--- config.mk ---
export PLATFORM = sky130hd
export DESIGN_NAME = bsg_fifo_1r1w_small_ctrl
export DESIGN_NICKNAME = d
export VERILOG_FILES = /design/src/rtl/bsg_fifo_pkg.sv /design/src/rtl/bsg_mem_1r1w_synth.sv /design/src/rtl/bsg_fifo_1r1w_small_ctrl.sv
export SDC_FILE = /design/constraint.sdc
export NUM_CORES = 1
export LEC_CHECK = 0
export BUFFER_PORTS_ARGS = -buffer_cell sky130_fd_sc_hd__buf_2
export CORE_MARGIN = 2
export CORE_UTILIZATION = 40
export DETAILED_ROUTE_END_ITERATION = 10
export GPL_ROUTABILITY_DRIVEN = 0
export PLACE_DENSITY_LB_ADDON = 0.2
export SLEW_MARGIN = 15
export SYNTH_ARGS = -nofsm -noshare
export SYNTH_HDL_FRONTEND = slang
export SYNTH_SLANG_ARGS = --single-unit
--- constraint.sdc ---
create_clock -name clk_i -period 1.75 [get_ports clk_i]
set_input_delay 0.0875 -clock clk_i [delete_from_list [all_inputs] [get_ports clk_i]]
set_output_delay 0.0875 -clock clk_i [all_outputs]
set_load 0.005 [all_outputs]
--- src/rtl/bsg_fifo_pkg.sv ---
// Shared definitions for the small 1r1w FIFO: pointer-width helper and flag bundle.
package bsg_fifo_pkg;

    // A single-entry FIFO still needs a 1-bit pointer to keep widths legal.
    function automatic int lg_els(int els);
        return (els == 1) ? 1 : $clog2(els);
    endfunction

    typedef struct packed {
        logic full;
        logic empty;
    } fifo_flags_s;

endpackage

--- src/rtl/bsg_mem_1r1w_synth.sv ---
// Synthesizable 1-write/1-read register-file memory; asynchronous read, no contents reset.
module bsg_mem_1r1w_synth #(
    parameter int width_p                = 9,
    parameter int els_p                  = 2,
    parameter int read_write_same_addr_p = 0,
    parameter int harden_p               = 0,
    parameter int addr_width_lp          = bsg_fifo_pkg::lg_els(els_p)
) (
    input  logic                     w_clk_i,
    input  logic                     w_reset_i,
    input  logic                     w_v_i,
    input  logic [addr_width_lp-1:0] w_addr_i,
    input  logic [width_p-1:0]       w_data_i,
    input  logic                     r_v_i,
    input  logic [addr_width_lp-1:0] r_addr_i,
    output logic [width_p-1:0]       r_data_o
);

    logic [width_p-1:0] mem [els_p];

    // Reset, read-enable and the configuration knobs carry no function in this flop-based model.
    logic unused_sink;
    assign unused_sink = &{1'b0, w_reset_i, r_v_i,
                           (read_write_same_addr_p != 0), (harden_p != 0)};

    always_ff @(posedge w_clk_i) begin
        if (w_v_i) begin
            mem[w_addr_i] <= w_data_i;
        end
    end

    assign r_data_o = mem[r_addr_i];

endmodule

--- src/rtl/bsg_fifo_1r1w_small_ctrl.sv ---
// Small single-clock FIFO controller: pointers, full/empty flags, valid/ready in and valid/yumi out.
// Define FIFO_EMPTY_BYPASS_EN to let a word flow straight through when the FIFO is empty.
module bsg_fifo_1r1w_small_ctrl
    import bsg_fifo_pkg::*;
#(
    parameter int width_p = 9,
    parameter int els_p   = 2
) (
    input  logic               clk_i,
    input  logic               reset_i,
    input  logic               v_i,
    output logic               ready_o,
    input  logic [width_p-1:0] data_i,
    output logic               v_o,
    output logic [width_p-1:0] data_o,
    input  logic               yumi_i
);

    localparam int lg_els_lp = lg_els(els_p);

    logic [lg_els_lp-1:0] wptr_r, rptr_r;
    logic [lg_els_lp-1:0] wptr_nxt, rptr_nxt;
    fifo_flags_s          flags_r;
    logic                 enq, deq;
    logic [width_p-1:0]   mem_data;

    assign wptr_nxt = wptr_r + 1'b1;
    assign rptr_nxt = rptr_r + 1'b1;

    // Never looks at yumi_i, so a full FIFO cannot accept in the same cycle it drains.
    assign ready_o = ~flags_r.full & ~reset_i;

`ifdef FIFO_EMPTY_BYPASS_EN
    logic bypass;
    assign v_o    = ~flags_r.empty | (v_i & ready_o);
    assign data_o = flags_r.empty ? data_i : mem_data;
    // An empty FIFO handing the incoming word straight to the consumer stores nothing.
    assign bypass = flags_r.empty & v_i & ready_o & yumi_i;
    assign enq    = v_i & ready_o & ~bypass;
    assign deq    = yumi_i & v_o & ~bypass;
`else
    assign v_o    = ~flags_r.empty;
    assign data_o = mem_data;
    assign enq    = v_i & ready_o;
    assign deq    = yumi_i & v_o;
`endif

    always_ff @(posedge clk_i) begin
        if (reset_i) begin
            wptr_r        <= '0;
            rptr_r        <= '0;
            flags_r.full  <= 1'b0;
            flags_r.empty <= 1'b1;
        end else begin
            if (enq) wptr_r <= wptr_nxt;
            if (deq) rptr_r <= rptr_nxt;
            if (enq && !deq) begin
                flags_r.empty <= 1'b0;
                flags_r.full  <= (wptr_nxt == rptr_r);
            end else if (deq && !enq) begin
                flags_r.full  <= 1'b0;
                flags_r.empty <= (rptr_nxt == wptr_r);
            end
        end
    end

    bsg_mem_1r1w_synth #(
        .width_p               (width_p),
        .els_p                 (els_p),
        .read_write_same_addr_p(0),
        .harden_p              (0)
    ) mem (
        .w_clk_i  (clk_i),
        .w_reset_i(reset_i),
        .w_v_i    (enq),
        .w_addr_i (wptr_r),
        .w_data_i (data_i),
        .r_v_i    (v_o),
        .r_addr_i (rptr_r),
        .r_data_o (mem_data)
    );

endmodule
## Word-level counts from Yosys, hierarchy flattened

Memory sizes are Yosys's and may differ from the RTL's. A register that Yosys moved wholly into a read port is not among the register bits.
Cells that the tools add are included.

| storage, ports and cells | value |
|---|---|
| word-level logic and storage cells | 26 |
| bits in registers | 4 |
| bits in writable memories | 18 |
| output and inout port bits | 11 |
| memories kept | 1 |

Memory list:

| name | words | width | read ports | clocked after Yosys merged registers in | wr ports | line | text |
|---|---|---|---|---|---|---|---|
| mem.mem | 2 | 9 | 1 | 1 | 1 | bsg_mem_1r1w_synth.sv:19 | `logic [width_p-1:0] mem [els_p];` |

| cells by class | value |
|---|---|
| muxes and demuxes | 6 |
| equal/unequal tests | 2 |
| reductions and logical operators | 5 |
| add/subtract/negate cells | 2 |
| bitwise logic cells | 6 |

Operators with widths:

| cell | number |
|---|---|
| 1-bit 2-to-1 mux | 4 |
| 2-bit 2-to-1 mux | 2 |
| 1-bit AND | 3 |
| 1-bit inverter | 3 |
| 1-bit adder (second input constant) | 2 |
| 1-bit equality test | 2 |
| 1-bit logical AND | 2 |
| 1-bit zero test | 2 |
| 2-bit nonzero test | 1 |

## Depth between registers and ports, before layout

Gate-level depths: netlist (run 1).

| depth | value |
|---|---|
| depth in word-level cells | 7 |
| depth in mapped cells | 3 |

## Hierarchy

Synthesis (run 1) repeated with hierarchy kept, for this count alone.

| unflattened totals | value |
|---|---|
| cells, all modules | 52 |
| area total of the unflattened synthesis | 895.9 µm² |

By module, submodules not included:

| module | area an instance (µm²) | cells an instance | sequential area each (µm²) | times used |
|---|---|---|---|---|
| bsg_mem_1r1w_synth | 699.4 | 30 | 540.5 | 1 |
| bsg_fifo_1r1w_small_ctrl | 196.4 | 22 | 80.1 | 1 |

## Worst setup path after synthesis (run 1)

Ideal clock, no wire load.

| timing | value |
|---|---|
| path type | reg2reg |
| start point | register flags_r[1] (netlist bit) |
| end point | memory mem.mem[0][0] (enable) |
| library setup time | 0.374 ns |
| stages on the path, launching flop included | 4 |
| required time | 1.376 ns |
| slack | 0.423 ns |
| arrival | 0.953 ns |
| period minus slack after synthesis | 1.327 ns |
| path through | dfxtp_1 nor2_1 nand2_1 nor2_1 |

| between the ends | value |
|---|---|
| word-level cells in the longest chain between the ends | 5 |

RTL lines:

| element | line | text |
|---|---|---|
| start: declaration | bsg_fifo_1r1w_small_ctrl.sv:23 | `fifo_flags_s flags_r;` |
| 1-bit inverter | bsg_fifo_1r1w_small_ctrl.sv:31 | `assign ready_o = ~flags_r.full & ~reset_i;` |
| 1-bit AND | bsg_fifo_1r1w_small_ctrl.sv:31 |  |
| net ready_o | bsg_fifo_1r1w_small_ctrl.sv:12 | `output logic ready_o,` |
| 1-bit AND | bsg_fifo_1r1w_small_ctrl.sv:44 | `assign enq = v_i & ready_o;` |
| 1-bit 2-to-1 mux | bsg_mem_1r1w_synth.sv:27 | `if (w_v_i) begin` |
| 1-bit 2-to-1 mux (implied by the code) | bsg_mem_1r1w_synth.sv:28 | `mem[w_addr_i] <= w_data_i;` |
| end: declaration | bsg_mem_1r1w_synth.sv:19 |  |

The timed path passes the listed nets, and every way through them passes these cells.

==> reports/summary.txt, run 1 <==
Synth Instances = 50
Post-route minimum period = 1490 ps
Total track usage = 0.111
CTS tree = yes
Vias in the first global route = 502
P&R area growth vs syn = 31.5%
GRT busiest layer = met2
Site row count = 16
Die Height = 50.1 µm
Met2 Usage GRT = 0.184
PwrDens = 898 nW/µm²
# resized after CTS = 0
Clock Path Buffers = 2
Clock skew = 2.26 ps
Final setup violation count = 0
Flop2flop setup slack = 610 ps
Syn nets = 63
Dpl hpwl = 791 µm
Internal power = 0.790 mW
Least-Margin Pin Slew = 414 ps
N_diodes = 0
F_max = 673 MHz
FF+latch count, synth = 23
Share of cells above drive strength 1 = 0.442
RR Endpoint = mem.mem[1][7]$_DFFE_PP_
Largest fanout on the critical path = 9
Core area = 1980 µm²
DRT iter0 DRCs = 2
HP Class = in2reg
Synth cell types = 14
Post-route ant nets = 0
Synth Area per Inst = 17.0 µm²
Final core occ = 0.564
WP data required = 1660 ps
Cts bufs inserted = 3
Relative slew margins = 0.723
First-pass GRT wire length = 1980 µm
Postcts setup bufs = 0
Worst skew pair latency = 300 ps
Die footprint = 2510 µm²
Post-CTS Hold Fix Bufs = 9
Final hold viol count = 0
Routed Wire Length = 1250 µm
Status = finished clean
Leak = 0.444 nW
Total power = 1.00 mW
Die X = 50.1 µm
Final #Nets = 100
Combinational power share = 0.132
Routed WL per cell = 11.1 µm
Post-synthesis sequential area ratio = 0.754
Drc violations = 0
TritonRoute pass-1 iters = 2
Sw Ratio = 0.212
H-Tree Depth = 1
Initial antenna violation count = 0
Maxcap violations = 0
P_sw = 0.213 mW
Cell area after synthesis = 850 µm²
RSZ-0062 raised after global routing = false
PortBufs = 23
Vias per cell = 4.45
Flop pwr share = 0.641
Main flop type after synthesis = edfxtp_1
Reg2reg start = flags_r[1]$_SDFFE_PP0P_
Starting Density = 0.429
Period utilization = 0.849
Clk root buf = clkbuf_4
Cells on worst reg2reg path = 2
CP endpoint = data_o[5]
Grt total ovfl = 0
EDFF count, synth = 18
Final Hold Slack = 23.8 ps
Met3 GRT Util = 0.0273
Post-synth ARST share = 0
Max Slew Vio Count = 0
DR vias = 503
Number of cells after detailed placement = 100
Maximum vdd drop = 0.000499 V
CP endpoint kind = primary output
Clock sinks = 23
Clock power frac = 0.227
Synth Warn # = 0
CP Launch Type = register
Ports = 24
Setup TNS = 0 ps
Global Route met1 Usage = 0.125
CP arrival = 1400 ps
Crit Path Category = reg2out
Clock slew at reported path FFs = 110 ps
Pin count of the biggest net entering global routing = 13
Final Non-Filler Cells = 113
[logic make-up after synthesis]
logic type                share of synthesized area
buffers and inverters                        0.0103
xor gates and xnor gates                     0.0309
AOI/OAI and AO/OA                            0.0206
DFF                                           0.754
and+or+nand+nor                              0.0648
muxes                                         0.119
[cells in the final DEF, fill, tap and decap left out, drive strengths merged, types with 2 or more instances in the layout]
cell	netlist	layout
dfxtp	5	5
xnor2	2	2
nor2	5	5
clkbuf	0	4
a21oi	2	2
mux2	9	9
edfxtp	18	18
buf	1	24
dlygate4sd3	0	9
and2b	2	2
[area by class of cell]
| class | instances | area, µm² |
|---|---|---|
| flip-flops and latches | 23 | 641 |
| fillers | 162 | 865 |
| well taps | 27 | 33.8 |
| multi-input cells | 25 | 200 |
| inverters | 1 | 3.75 |
| repair buffers | 33 | 213 |
| clock buffers | 4 | 26.3 |
[sequential cells by signal, indices dropped and copies added (netlist names), named ones only]
register,count
flags_r,2
mem.mem,18
rptr_r,1
wptr_r,1
[how the worst min path moves through the flow]
stage,start,endpoint,slack (ps),depth (start not counted)
2_1_floorplan,reset_i,flags_r[1]$_SDFFE_PP0P_,160,1
5_1_grt,reset_i,wptr_r$_SDFFE_PP0P_,5,2
6_report,reset_i,wptr_r$_SDFFE_PP0P_,20,2
3_5_place_dp,data_i[8],mem.mem[0][8]$_DFFE_PP_,280,1
4_1_cts,reset_i,wptr_r$_SDFFE_PP0P_,9,2
3_3_place_gp,data_i[5],mem.mem[1][5]$_DFFE_PP_,270,1
[Yosys cell counts (2+ instances only)]
| cell | n | share of area |
|---|---|---|
| edfxtp_1 | 18 | 0.64 |
| nor2_1 | 5 | 0.022 |
| and2b_1 | 2 | 0.018 |
| mux2_2 | 9 | 0.12 |
| xnor2_1 | 2 | 0.021 |
| dfxtp_1 | 5 | 0.12 |
| a21oi_1 | 2 | 0.012 |
[per-layer routing]
layer,wire (µm),part of all wire
met5,0,0
met4,23,0.018
met3,57,0.045
met2,599,0.48
met1,573,0.46
[through the flow]
stage / instance area (µm²) / setup WS [ps]
finish: 1120 / 264
detailed placement: 1000 / 582
global placement: 1000 / 585
global route: 1120 / 159
CTS: 1120 / 222
floorplan: 850 / 423
[power by group through the flow]
stage | clock (mW) | sequential [mW] | combinational, mW
after floorplan | 0 | 0.647 | 0.0727
after global placement | 0 | 0.655 | 0.116
after detailed placement | 0 | 0.656 | 0.117
after CTS | 0.239 | 0.644 | 0.133
after global routing | 0.256 | 0.648 | 0.144
final | 0.228 | 0.643 | 0.132
[critical path: stages (launching register included)]
cell	delay, ps
dfxtp_1	590
mux2_2	380
buf_2	130
(Power assumes the default switching activity.)
==> run 2: changes to the inputs <==
==> constraint.sdc (replaced) <==
create_clock -name clk_i -period 1.6 [get_ports clk_i]
set_input_delay 0.08 -clock clk_i [delete_from_list [all_inputs] [get_ports clk_i]]
set_output_delay 0.08 -clock clk_i [all_outputs]
set_load 0.005 [all_outputs]
==> run 2 against run 1 <==
Against the previous run:
- register-to-register slack worse by 150 ps
- setup slack worse by 140 ps
- design area is 0.90% higher
- first-iteration DRC count stayed put
- flip-flop and latch count stayed put
- highest routed layer unchanged
- via count is 0.60% higher
- die area stayed put
- total power is 9.5% higher
- critical path depth stayed put
- count of clock-buffer cells in the layout stayed put
- sequential share of layout area is 0.51 points lower
==> reports/summary.txt, run 2 (synthesis gave the netlist of run 1 again) <==
Status = finished clean
Final #Nets = 101
Regs by FF count = mem.mem (18), flags_r (2)
Largest fanout on the critical path = 9
Top reg by flops = mem.mem
Cts bufs inserted = 3
PortBufs = 23
CP arrival = 1400 ps
Flop2flop setup slack = 460 ps
Maxcap violations = 0
Die Height = 50.1 µm
Die X = 50.1 µm
N_diodes = 0
Fillers = 163
Hold endpoint = flags_r[0]$_SDFFE_PP1P_
Min-Delay Startpoint = yumi_i
Largest register FFs = 18
CP endpoint kind = primary output
Post-route minimum period = 1480 ps
Clock slew at reported path FFs = 110 ps
Leading cell type in the layout, fill and taps excluded = buf_2
RSZ-0062 raised after global routing = false
WP data required = 1520 ps
Leak = 0.448 nW
Vias in the first global route = 502
CTS tree = yes
Reg2reg start = flags_r[1]$_SDFFE_PP0P_
Die footprint = 2510 µm²
Share of cells above drive strength 1 = 0.437
Setup TNS = 0 ps
Routed WL per cell = 11.1 µm
Drc violations = 0
Total track usage = 0.111
Final setup violation count = 0
Total power = 1.10 mW
Final Non-Filler Cells = 114
Post-route ant nets = 0
First-pass GRT wire length = 1980 µm
RR Endpoint = mem.mem[1][7]$_DFFE_PP_
Initial antenna violation count = 0
PwrDens = 975 nW/µm²
Dpl ws = 439 ps
F_max = 677 MHz
Vias per cell = 4.44
Starting Density = 0.429
Dpl hpwl = 791 µm
Site row count = 16
H-Tree Depth = 1
HP Class = in2reg
Pin count of the biggest net entering global routing = 13
Final hold viol count = 0
Commonest non-fill, non-tap cells in the layout = 23 x buf_2, 18 x edfxtp_1, 10 x dlygate4sd3_1
Max Slew Vio Count = 0
Number of cells after detailed placement = 100
Clock skew = 1.90 ps
Cells on worst reg2reg path = 2
Clock sinks = 23
CP Launch Type = register
DRT iter0 DRCs = 2
Crit Path Category = reg2out
Final WS setup = 122 ps
Maximum vdd drop = 0.000546 V
TritonRoute pass-1 iters = 2
Clock Path Buffers = 2
Worst skew pair latency = 300 ps
Core area = 1980 µm²
Least-Margin Pin Slew = 414 ps
Period utilization = 0.924
Ports = 24
DR vias = 506
Relative slew margins = 0.723
Grt total ovfl = 0
Clk root buf = clkbuf_4
WHS Path Cells = 3
Routed Wire Length = 1260 µm
P&R area growth vs syn = 32.7%
[run 2: cell count changes in the layout (fill, tap and decap cells not counted), sizes merged]
cell	previous run	this run
dlygate4sd3	9	10
[run 2: area by class of cell]
type                    instances  area (µm²)  area share
flip-flops and latches         23         641       0.568
well taps                      27        33.8      0.0300
repair buffers                 34         223       0.198
inverters                       1        3.75     0.00333
clock buffers                   4        26.3      0.0233
multi-input cells              25         200       0.178
[run 2: how the worst max path moves through the flow]
stage                     cells past startpoint               startpoint  slack (ps)                      end
final                                         2                 register         120                data_o[5]
after global routing                          2                 register          20                data_o[5]
after CTS                                     2                 register          80                data_o[4]
after detailed placement                      2                 register         440                data_o[4]
after global placement                        2                 register         440                data_o[4]
after floorplan                               3  flags_r[1]$_SDFFE_PP0P_         270  mem.mem[0][0]$_DFFE_PP_
[run 2: layer usage]
layer / track usage / up-vias / share of wire
li1: - / 256 / -
met4: 0.0694 / 0 / 0.018
met1: 0.125 / 233 / 0.46
met2: 0.184 / 15 / 0.47
met5: 0 / - / 0
met3: 0.0273 / 2 / 0.045
[run 2: per-stage QoR]
step	instance area, µm²	util	hold slack (ps)
CTS	1120	0.564	1.52
finish	1130	0.569	52.8
global placement	1000	0.505	267
global route	1130	0.569	84.5
floorplan	850	-	150
detailed placement	1000	0.505	272
[run 2: worst max-delay path: stages, from the launching register on]
cell and delay [ps]:
dfxtp_1 590, mux2_2 380, buf_2 130
[run 2: what timing repair did]
action | in CTS | in global routing
setup endpoints to repair | 0 | 0
buffers inserted | 0 | 0
gates resized for setup | 0 | 0
endpoints found under the hold margin | 18 | 1
hold buffers | 9 | 1
[run 2: report_power, final]
| part | internal [mW] | total (mW) | switching (mW) |
|---|---|---|---|
| Combinational | 0.0867 | 0.147 | 0.0601 |
| Sequential | 0.682 | 0.703 | 0.0206 |
| Clock | 0.0972 | 0.249 | 0.152 |
==> run 3: changes to the inputs <==
--- a/config.mk
+++ b/config.mk
@@ -6,8 +6,11 @@
 export NUM_CORES = 1
 export LEC_CHECK = 0
 export BUFFER_PORTS_ARGS = -buffer_cell sky130_fd_sc_hd__buf_2
+export CELL_PAD_IN_SITES_DETAIL_PLACEMENT = 2
+export CELL_PAD_IN_SITES_GLOBAL_PLACEMENT = 2
+export CORE_ASPECT_RATIO = 1.75
 export CORE_MARGIN = 2
-export CORE_UTILIZATION = 40
+export CORE_UTILIZATION = 34
 export DETAILED_ROUTE_END_ITERATION = 10
 export GPL_ROUTABILITY_DRIVEN = 0
 export PLACE_DENSITY_LB_ADDON = 0.2
==> constraint.sdc (replaced) <==
create_clock -name clk_i -period 1.6 [get_ports clk_i]
set_input_delay 0.16 -clock clk_i [delete_from_list [all_inputs] [get_ports clk_i]]
set_output_delay 0.16 -clock clk_i [all_outputs]
set_load 0.005 [all_outputs]
==> run 3 against run 2 <==
Against the previous run:
- flip-flop and latch count stayed put
- setup slack lost 26 ps
- critical path depth unchanged
- register-to-register slack worse by 30 ps
- combinational power decreased by 9%
- sequential power about the same
- wire length up 19%
- clock power up 38%
- total power rose by 7.6%
- utilization fell by 14 points
- design area decreased by 6.7%
- sequential share of layout area rose by 4.1 points
- largest power group unchanged
- highest routed layer unchanged
==> reports/summary.txt, run 3 (synthesis gave the netlist of run 1 again) <==
Final WS setup = 95.5 ps
Postcts setup bufs = 0
Clock Path Buffers = 2
N_diodes = 0
Die footprint = 2930 µm²
Leading cell type in the layout, fill and taps excluded = buf_2
CP Launch Type = register
Reg2reg start = flags_r[1]$_SDFFE_PP0P_
Hold endpoint = mem.mem[0][0]$_DFFE_PP_
DR vias = 505
Maximum vdd drop = 0.000631 V
Share of cells above drive strength 1 = 0.500
Worst skew pair latency = 260 ps
Global Route met1 Usage = 0.121
Crit Path Category = reg2out
CP endpoint kind = primary output
Largest register FFs = 18
Relative slew margins = 0.729
CTS tree = yes
Routed Wire Length = 1500 µm
Period utilization = 0.940
Finished Cell Area = 1050 µm²
Final setup violation count = 0
Met3 GRT Util = 0.0310
Initial antenna violation count = 0
PwrDens = 1120 nW/µm²
P&R area growth vs syn = 23.9%
Max Slew Vio Count = 0
Top reg by flops = mem.mem
GRT busiest layer = met2
PortBufs = 23
Starting Density = 0.349
Met2 Usage GRT = 0.212
Vias per cell = 4.86
Register area = 641 µm²
Final core occ = 0.433
Die Height = 70.1 µm
Setup TNS = 0 ps
Least-Margin Pin Slew = 405 ps
Commonest non-fill, non-tap cells in the layout = 23 x buf_2, 18 x edfxtp_1, 9 x mux2_2
Maxcap violations = 0
Final hold viol count = 0
Drc violations = 0
Multi-input logic area = 200 µm²
RSZ-0062 raised after global routing = false
Clock sinks = 23
WHS Path Cells = 1
Largest fanout on the critical path = 9
Total track usage = 0.114
Cts bufs inserted = 3
Post-route minimum period = 1500 ps
Status = finished clean
Pin count of the biggest net entering global routing = 13
Min-Delay Startpoint = data_i[0]
Grt total ovfl = 0
Clock slew at reported path FFs = 70 ps
Vias in the first global route = 556
Post-route ant nets = 0
Routed WL per cell = 14.5 µm
Core area = 2430 µm²
Leak = 0.419 nW
Clock skew = 2.97 ps
Dpl hpwl = 1150 µm
DRT iter0 DRCs = 2
Die X = 41.8 µm
RR Endpoint = mem.mem[1][4]$_DFFE_PP_
Ports = 24
TritonRoute pass-1 iters = 2
F_max = 665 MHz
HP Class = in2reg
Site row count = 24
CP arrival = 1340 ps
Total power = 1.18 mW
Flop2flop setup slack = 430 ps
Clk root buf = clkbuf_8
Fillers = 255
Dpl ws = 373 ps
First-pass GRT wire length = 2500 µm
# resized after CTS = 0
Post-CTS Hold Fix Bufs = 0
Final #Nets = 92
H-Tree Depth = 1
WP data required = 1440 ps
Cells on worst reg2reg path = 2
Regs by FF count = mem.mem (18), flags_r (2)
Area after DPL = 1010 µm²
run 3: changes by cell type in the layout (fill, tap and decap cells not counted):
cell	change
dlygate4sd3_1	-10
clkbuf_4	-3
clkbuf_8	+3
buf_4	+1
run 3: through the flow:
stage	cells	hold WS [ps]
2_1_floorplan	50	230
3_3_place_gp	100	350
3_5_place_dp	100	351
4_1_cts	104	79.0
5_1_grt	104	76.1
6_report	104	82.8
run 3: cell type report:
| class | instances | share of cell area |
|---|---|---|
| flip-flops and latches | 23 | 0.609 |
| multi-input cells | 25 | 0.190 |
| repair buffers | 25 | 0.124 |
| clock buffers | 4 | 0.0428 |
| well taps | 26 | 0.0309 |
| inverters | 1 | 0.00357 |
run 3: critical path: stages (launching register included):
cell and delay (ps):
dfxtp_1 570, mux2_2 390, buf_2 130
run 3: power by group:
| group | internal, mW | switching [mW] |
|---|---|---|
| clock | 0.177 | 0.166 |
| sequential | 0.683 | 0.0232 |
| combinational | 0.0734 | 0.0602 |
run 3: worst max path at each step:
stage,from,to,slack [ps],depth (start not counted)
2_1_floorplan,flags_r[1]$_SDFFE_PP0P_,mem.mem[0][0]$_DFFE_PP_,270,3
3_3_place_gp,register,data_o[0],350,2
3_5_place_dp,register,data_o[2],370,2
4_1_cts,register,data_o[7],70,2
5_1_grt,register,data_o[6],2,2
6_report,register,data_o[6],100,2
run 3: per-layer routing:
layer	up-vias	part of all wire
li1	238	-
met1	249	0.35
met2	16	0.59
met3	2	0.050
met4	0	0.013
met5	-	0
